[config.mk]
export PLATFORM = sky130hd
export DESIGN_NAME = gf16_mix_sequencer
export DESIGN_NICKNAME = d
export VERILOG_FILES = /design/src/rtl/gf16_mix_sequencer.sv
export SDC_FILE = /design/constraint.sdc
export NUM_CORES = 1
export LEC_CHECK = 0
export BUFFER_PORTS_ARGS = -buffer_cell sky130_fd_sc_hd__buf_2
export CAP_MARGIN = 25
export CORE_MARGIN = 2
export CORE_UTILIZATION = 40
export DETAILED_ROUTE_END_ITERATION = 10
export PLACE_DENSITY = 0.56
export SLEW_MARGIN = 20
export SYNTH_ARGS = -nofsm -noshare
export SYNTH_HDL_FRONTEND = slang
export SYNTH_SLANG_ARGS = --single-unit
[constraint.sdc]
create_clock -name CLK -period 2.8 [get_ports CLK]
set_input_delay 0 -clock CLK [delete_from_list [all_inputs] [get_ports CLK]]
set_output_delay 0 -clock CLK [all_outputs]
set_load 0.02 [all_outputs]
[src/rtl/gf16_mix_sequencer.sv]
`default_nettype none
// ---------------------------------------------------------------------------
// gf16_mix_sequencer : serial GF(2^4) circulant column mixer, one MAC per cycle
// Revision 1.0 - initial release
// ---------------------------------------------------------------------------
module gf16_mix_sequencer #(
  parameter int ROUNDS = 1
) (
  input  logic        CLK,
  input  logic        RST_N,
  input  logic [15:0] D_IN,
  input  logic        IN_VALID,
  output logic        IN_READY,
  output logic [15:0] D_OUT,
  output logic        OUT_VALID,
  input  logic        OUT_READY,
  output logic        BUSY
);

  localparam logic [3:0] C_LAST_ROUND = 4'(ROUNDS - 1);

  typedef enum logic [1:0] {
    IDLE = 2'd0,
    MAC  = 2'd1,
    DONE = 2'd2
  } state_t;

  state_t      r_state;
  state_t      w_next;
  logic        r_live;
  logic [15:0] r_x;
  logic [15:0] r_y;
  logic [15:0] r_dout;
  logic [3:0]  r_acc;
  logic [1:0]  r_i;
  logic [1:0]  r_j;
  logic [3:0]  r_round;

  logic        w_accept;
  logic [3:0]  w_xj;
  logic [1:0]  w_csel;
  logic [3:0]  w_prod;
  logic [3:0]  w_acc_next;
  logic [15:0] w_y_new;
  logic        w_last_cell;
  logic        w_last_round;

  function automatic logic [3:0] mul2(input logic [3:0] a);
    return {a[2:0], 1'b0} ^ (a[3] ? 4'h3 : 4'h0);
  endfunction

  assign w_xj         = r_x[{r_j, 2'b00} +: 4];
  assign w_csel       = r_j - r_i;
  assign w_last_cell  = (r_i == 2'd3) && (r_j == 2'd3);
  assign w_last_round = (r_round == C_LAST_ROUND);

  // Coefficient ring C = {2,5,1,4} indexed by (j - i) mod 4
  always_comb begin
    w_prod = w_xj;
    case (w_csel)
      2'd0:    w_prod = mul2(w_xj);
      2'd1:    w_prod = mul2(mul2(w_xj)) ^ w_xj;
      2'd2:    w_prod = w_xj;
      default: w_prod = mul2(mul2(w_xj));
    endcase
  end

  assign w_acc_next = r_acc ^ w_prod;

  always_comb begin
    w_y_new = r_y;
    w_y_new[{r_i, 2'b00} +: 4] = w_acc_next;
  end

  always_ff @(posedge CLK) begin
    if (!RST_N) r_state <= IDLE;
    else        r_state <= w_next;
  end

  always_comb begin
    w_next    = r_state;
    w_accept  = 1'b0;
    IN_READY  = 1'b0;
    OUT_VALID = 1'b0;
    BUSY      = 1'b0;
    case (r_state)
      IDLE: begin
        IN_READY = r_live;
        if (IN_VALID && r_live) begin
          w_accept = 1'b1;
          w_next   = MAC;
        end
      end
      MAC: begin
        BUSY = 1'b1;
        if (w_last_cell && w_last_round) w_next = DONE;
      end
      DONE: begin
        OUT_VALID = 1'b1;
        if (OUT_READY) w_next = IDLE;
      end
      default: w_next = IDLE;
    endcase
  end

  // r_live keeps IN_READY low while reset is held and for its release edge
  always_ff @(posedge CLK) begin
    if (!RST_N) begin
      r_live  <= 1'b0;
      r_x     <= 16'h0000;
      r_y     <= 16'h0000;
      r_dout  <= 16'h0000;
      r_acc   <= 4'h0;
      r_i     <= 2'd0;
      r_j     <= 2'd0;
      r_round <= 4'h0;
    end else begin
      r_live <= 1'b1;
      if (w_accept) begin
        r_x     <= D_IN;
        r_acc   <= 4'h0;
        r_i     <= 2'd0;
        r_j     <= 2'd0;
        r_round <= 4'h0;
      end else if (r_state == MAC) begin
        if (r_j == 2'd3) begin
          r_y   <= w_y_new;
          r_acc <= 4'h0;
          r_i   <= r_i + 2'd1;
          r_j   <= 2'd0;
          if (r_i == 2'd3) begin
            if (w_last_round) begin
              r_dout <= w_y_new;
            end else begin
              r_x     <= w_y_new;
              r_round <= r_round + 4'h1;
            end
          end
        end else begin
          r_acc <= w_acc_next;
          r_j   <= r_j + 2'd1;
        end
      end
    end
  end

  assign D_OUT = r_dout;

endmodule
`default_nettype wire

==> results of run 1 <==
sequential cells by signal (all words and copies together) (netlist names):
signal and cells:
r_j 2, r_round 4, r_state 2, D_OUT 16
r_live 1, r_x 16, r_acc 4, r_i 2
r_y 16
cell usage after synthesis, types with 3 or more instances:
| master | n |
|---|---|
| and3_1 | 4 |
| nand2b_1 | 16 |
| a31oi_1 | 13 |
| a221o_1 | 8 |
| o21a_1 | 9 |
| o31ai_1 | 12 |
| nor2_1 | 30 |
| or3_1 | 3 |
| buf_2 | 5 |
| inv_1 | 10 |
| nand4_1 | 3 |
| and2_1 | 4 |
| a221oi_1 | 4 |
| ha_1 | 10 |
| o211a_1 | 3 |
| a21oi_1 | 11 |
| and3b_1 | 4 |
| xnor2_1 | 6 |
| clkbuf_1 | 19 |
| o21ai_0 | 30 |
| nand3_1 | 27 |
| nor2b_1 | 10 |
| nor3_1 | 5 |
| dfxtp_1 | 63 |
| nand2_1 | 44 |
| a21boi_0 | 4 |
| mux4_2 | 4 |
| a32oi_1 | 4 |
| nor3b_1 | 4 |
layout make-up:
| class | count | area [µm²] | share of cell area (%) |
|---|---|---|---|
| Inverter | 11 | 41.3 | 1.03 |
| Multi-Input combinational cell | 296 | 1950 | 48.6 |
| Timing Repair Buffer | 63 | 403 | 10.1 |
| Clock inverter | 7 | 96.3 | 2.41 |
| Tap cell | 105 | 131 | 3.28 |
| Clock buffer | 9 | 124 | 3.09 |
| Sequential cell | 63 | 1260 | 31.5 |
layer usage:
| metal | vias to the layer above | wire [µm] | global-route usage [%] |
|---|---|---|---|
| met5 | - | 0 | 0 |
| met4 | 0 | 80 | 6.67 |
| met3 | 8 | 440 | 3.56 |
| met2 | 76 | 4580 | 35.8 |
| met1 | 1517 | 4450 | 30.4 |
| li1 | 1529 | - | - |
per-stage QoR:
stage	hold WS, ps	cells	setup slack (ps)	util, %
after floorplan	27.7	398	506	-
after global placement	319	528	207	44.9
after detailed placement	325	528	142	44.9
after CTS	3.30	554	131	48.8
after global routing	18.0	554	34.5	49.0
final	4.84	554	217	49.0
worst max-delay path, stage by stage (launching register included):
cell and delay, ps:
dfxtp_1 520, mux4_2 620, mux2_4 300, a221oi_4 400
xor2_4 190, buf_4 200, o31ai_1 260
final timing paths:
kind / startpoint / end / slack [ps] / depth (start not counted)
worst max register to register: r_j[0] / r_y[0] / 220 / 6
worst max-delay path: r_j[0] / r_y[0] / 220 / 6
worst min-delay path: D_IN[15] / r_x[15] / 5 / 3
worst min register to register: r_y[4] / r_y[4] / 470 / 2
power by group through the flow:
stage	combinational [mW]	sequential, mW	clock, mW
floorplan	0.135	0.938	0
global placement	0.181	0.944	0
detailed placement	0.183	0.944	0
CTS	0.195	0.923	0.906
global route	0.218	0.926	0.942
finish	0.197	0.924	0.885
timing repair:
| item | in CTS | in global routing |
|---|---|---|
| gates resized for setup | 0 | 2 |
| hold buffers | 10 | 0 |
| endpoints found under the hold margin | 10 | 0 |
| endpoints found under the setup margin | 0 | 13 |
cells by family (layout without fill, tap and decap cells):
family | Yosys count | after routing | share of synthesized area (%)
xor+xnor | 10 | 10 | 3.24
mux | 7 | 7 | 3.72
simple gates | 160 | 160 | 24.0
flops | 63 | 63 | 37.5
compound gates | 109 | 109 | 22.8
fa+ha+maj | 10 | 10 | 3.72
buf+inv | 39 | 90 | 5.02
==> summary.md, run 1 <==
| Metric | Value |
|---|---|
| Die area | 9150 µm² |
| EDFF count, synth | 0 |
| Slew @ Worst Pin | 656 ps |
| Top post-synthesis cells by area | dfxtp_1 (38%), nand2_1 (4.9%), o21ai_0 (4.5%), nand3_1 (4.0%), ha_1 (3.7%) |
| CTS tree | yes |
| Initial Utilization | 41.1% |
| PD cells | 501 nW/µm² |
| Post-synthesis register bit count | 63 |
| Max-cap violations | 0 |
| LEAKAGE | 1.53 nW |
| Worst Hold Class | in -> reg |
| Dominant register cell in the synthesized netlist | dfxtp_1 |
| Port bufs | 38 |
| Mean post-synth cell area | 8.45 µm² |
| Via Count | 3130 |
| Synth Warn # | 0 |
| Maximum vdd ir drop | 0.300 mV |
| Comb pwr share | 9.8% |
| DIE HEIGHT | 95.7 µm |
| Total core area | 8180 µm² |
| Outcome | finished, final reports clean |
| CP Capture Type | register |
| Synthesized cell area | 3360 µm² |
| Worst-path fanout max | 8 |
| Post-Route WL | 9.55 mm |
| Net switching power | 506 µW |
| Mapped Cells | 398 |
| Longest Clk Path Bufs | 2 |
| Commonest non-fill, non-tap cell in the layout | dfxtp_1 |
| DP HPWL | 6.72 mm |
| Distinct cell type count after synthesis | 54 |
| Total power | 2.01 mW |
| Setup TNS | 0 ps |
| Drt first pass iters | 4 |
| Drt wl/cell | 17.2 µm |
| Core Rows | 33 |
| Max_slew headroom | 56.3% |
| GPL Wtd Cong | 0.846 |
| Pint | 1.50 mW |
| WP data required | 3050 ps |
| Synth async-reset ratio | 0% |
| Startpoint Class | register |
| Antenna Nets Post-Route | 0 |
| Final-stage net count | 474 |
| Sequential fraction of the synthesis area | 37.5% |
| Setup repair bufs after CTS | 0 |
| Critical path class | reg -> reg |
| Reg power frac | 46.1% |
| Worst EP arrival | 2830 ps |
| Fillers | 829 |
| Worst-path clk slew | 70 ps |
| Final slew viol count | 0 |
| CTS Sinks | 63 |
| Synth top area share | 37.5% |
| Initial antenna violation count | 0 |
| Share of cells above drive strength 1 | 18.5% |
| Post-Route Skew | 8.01 ps |
| FMAX | 0.387 GHz |
| DR DRC count | 0 |
| Cell area after layout | 4000 µm² |
| Area Overhead vs Synth | 19.1% |
| Largest net degree at the start of global routing | 39 |
| Final hold vios | 0 |
| Gr ovfl total | 0 |
| RSZ-0062 raised after global routing | false |
| Worst skew pair latency | 350 ps |
| I/O pin count | 39 |
| DRT iter0 DRCs | 211 |
| Most frequent cells in the layout | dfxtp_1 (63), nand2_1 (44), buf_2 (38) |
| Num CTS Buffers | 9 |
| Synthesized Nets | 428 |
| Fin crit period | 2580 ps |
| Clk root buf | clkbuf_8 |
| Placed Area | 3670 µm² |
| Yosys top cell by area | dfxtp_1 |
| Htree depth | 3 |
| Clk network pwr share | 44.1% |
| Switching share of power | 25.2% |
| Width of the die | 95.7 µm |
| Routed vias/inst | 5.65 |
| Vias in the first global route | 2979 |
| GRT Util Overall | 22.2% |
| Period utilization | 92.2% |
| Final setup violation count | 0 |
| First-pass GRT wire length | 15.3 mm |
| Diode count | 0 |
No activity file was read; power rests on OpenSTA's default activity.
==> run 2, diff against run 1 <==
Settings changed: CORE_UTILIZATION 40 to 51, PLACE_DENSITY 0.56 to 0.69.
==> run 2 against run 1 <==
Effect of this change:
- non-clock buffer count is 1 lower
- combinational power hardly changed
- design area is 0.91% lower
- sequential cell count stayed put
- largest power group is now the clock network
- final cell count is 5.2% lower
- sequential share of layout area is 0.29 points higher
- sequential power hardly changed
- setup slack better by 7.4 ps
- critical path type unchanged
- first-iteration DRC count is 19% lower
- critical endpoint is now D_OUT[0]
==> summary.md, run 2 (synthesized netlist as in run 1, its figures left out) <==
| Metric | Value |
|---|---|
| Outcome | finished, final reports clean (unchanged) |
| Post-Route WL | 9.12 mm (was 9.55 mm) |
| Width of the die | 85.2 µm (was 95.7 µm) |
| DRT iter0 DRCs | 171 (was 211) |
| Htree depth | 3 (unchanged) |
| Final core utilization | 62.5% (was 49.0%) |
| Maximum vdd ir drop | 0.446 mV (was 0.300 mV) |
| WHS Path Cells | 3 (unchanged) |
| Critical R2R Launch | r_j[0] (unchanged) |
| Num CTS Buffers | 9 (unchanged) |
| DIE HEIGHT | 85.2 µm (was 95.7 µm) |
| LEAKAGE | 1.54 nW (was 1.53 nW) |
| Area Overhead vs Synth | 18.0% (was 19.1%) |
| Antenna Nets Post-Route | 0 (unchanged) |
| CP Capture Type | register (unchanged) |
| Fin crit period | 2580 ps (about the same) |
| Worst path slowest cell | mux4_2 (unchanged) |
| Longest Clk Path Bufs | 2 (unchanged) |
| Total power | 2.10 mW (was 2.01 mW) |
| Largest net degree at the start of global routing | 32 (was 39) |
| Worst R2R Setup Slack | 220 ps (about the same) |
| Gr ovfl total | 0 (unchanged) |
| Critical path class | reg -> reg (unchanged) |
| GRT Util Overall | 26.7% (was 22.2%) |
| CP peak stage delay | 630 ps (was 620 ps) |
| Clk root buf | clkbuf_8 (unchanged) |
| Most frequent cells in the layout | dfxtp_1 (63), nand2_1 (44), buf_2 (38) (unchanged) |
| Worst-path fanout max | 12 (was 8) |
| GPL Wtd Cong | 0.840 (was 0.846) |
| Period utilization | 92.0% (was 92.2%) |
| Worst skew pair latency | 340 ps (was 350 ps) |
| Commonest non-fill, non-tap cell in the layout | dfxtp_1 (unchanged) |
| Final Hold Slack | 11.8 ps (was 4.84 ps) |
| Initial antenna violation count | 0 (unchanged) |
| Drt first pass iters | 4 (unchanged) |
| CP Cell Sequence | mux4_2, mux2_4, a221oi_4, xor2_2, buf_4, o221ai_1, o211a_1 (was mux4_2, mux2_4, a221oi_4, xor2_4, buf_4, o31ai_1) |
| Worst-path clk slew | 80 ps (was 70 ps) |
| Port bufs | 38 (unchanged) |
| Setup TNS | 0 ps (unchanged) |
| Setup repair bufs after CTS | 0 (unchanged) |
| FF-to-FF path depth | 7 (was 6) |
| WP data required | 3040 ps (was 3050 ps) |
| Worst EP arrival | 2810 ps (was 2830 ps) |
| Hold path endpoint | r_x[13] (was r_x[15]) |
| RSZ-0062 raised after global routing | false (unchanged) |
| Worst reg2reg endpoint | D_OUT[0] (was r_y[0]) |
| Share of cells above drive strength 1 | 18.1% (was 18.5%) |
| Max_slew headroom | 58.9% (was 56.3%) |
| Vias in the first global route | 3029 (was 2979) |
| Total core area | 6350 µm² (was 8180 µm²) |
| Via Count | 3174 (was 3130) |
| First-pass GRT wire length | 15.2 mm (was 15.3 mm) |
| Routed vias/inst | 6.05 (was 5.65) |
| Startpoint Class | register (unchanged) |
| CTS tree | yes (unchanged) |
| Worst Hold Class | in -> reg (unchanged) |
| Core Rows | 29 (was 33) |
| Drt wl/cell | 17.4 µm (was 17.2 µm) |
| Diode count | 0 (unchanged) |
| Post-Route Skew | 16.6 ps (was 8.01 ps) |
| Hold path startpoint | D_IN[13] (was D_IN[15]) |
| Die area | 7260 µm² (was 9150 µm²) |
| Fillers | 566 (was 829) |
| Final-stage net count | 473 (was 474) |
| I/O pin count | 39 (unchanged) |
| Slew @ Worst Pin | 608 ps (was 656 ps) |
| Delay-heaviest family, CP | multiplexers (unchanged) |
| CTS Sinks | 63 (unchanged) |
| FMAX | 0.388 GHz (was 0.387 GHz) |
| Initial Utilization | 52.9% (was 41.1%) |
| Final hold vios | 0 (unchanged) |
| DR DRC count | 0 (unchanged) |
| Final setup violation count | 0 (unchanged) |
| WP buf/inv | 1 (unchanged) |
| Final slew viol count | 0 (unchanged) |
| Max-cap violations | 0 (unchanged) |
| DP HPWL | 6.45 mm (was 6.72 mm) |
| PD cells | 529 nW/µm² (was 501 nW/µm²) |
-- run 2: layer usage --
metal	vias to the layer above	track usage, %	wire (µm)
met1	1526	35.5	4080
met2	101	42.7	4320
met4	0	11.0	255
li1	1526	-	-
met5	-	0	0
met3	21	5.06	460
-- run 2: worst reg2reg max path, cell delays in order (launching register included) --
cell,delay (ps)
dfxtp_1,500
mux4_2,630
mux2_4,320
a221oi_4,380
xor2_2,170
buf_4,200
o221ai_1,140
o211a_1,150
-- run 2: report_power, final --
group	internal [mW]	switching [mW]
Clock	0.595	0.388
Sequential	0.911	0.0124
Combinational	0.0857	0.109
Total	1.59	0.509
-- run 2: worst max path at each step --
stage / start / end / slack (ps) / cells after the start
CTS: r_j[0] / D_OUT[0] / 220 / 7
floorplan: r_j[0] / D_OUT[12] / 510 / 8
finish: r_j[0] / D_OUT[0] / 220 / 7
global route: r_j[0] / D_OUT[0] / 40 / 9
detailed placement: r_j[0] / D_OUT[0] / 230 / 7
global placement: r_j[0] / D_OUT[0] / 330 / 7
-- run 2: layout make-up --
class                           count  area, µm²  share of cell area [%]
Tap cell                           77       96.3                    2.43
Inverter                           11       41.3                    1.04
Multi-Input combinational cell    296       1930                    48.7
Sequential cell                    63       1260                    31.8
Clock buffer                        9        124                    3.12
Timing Repair Buffer               62        395                    9.97
Clock inverter                      7        118                    2.96
-- run 2: stage by stage --
step / area [µm²] / cells / setup WS (ps)
3_5_place_dp: 3630 / 499 / 230
3_3_place_gp: 3630 / 499 / 333
6_report: 3970 / 525 / 225
4_1_cts: 3970 / 525 / 222
5_1_grt: 3970 / 525 / 43.1
2_1_floorplan: 3360 / 398 / 506
-- run 2: timing repair --
action	CTS	global route
endpoints found under the hold margin	10	0
hold buffers	10	0
gates resized for setup	0	0
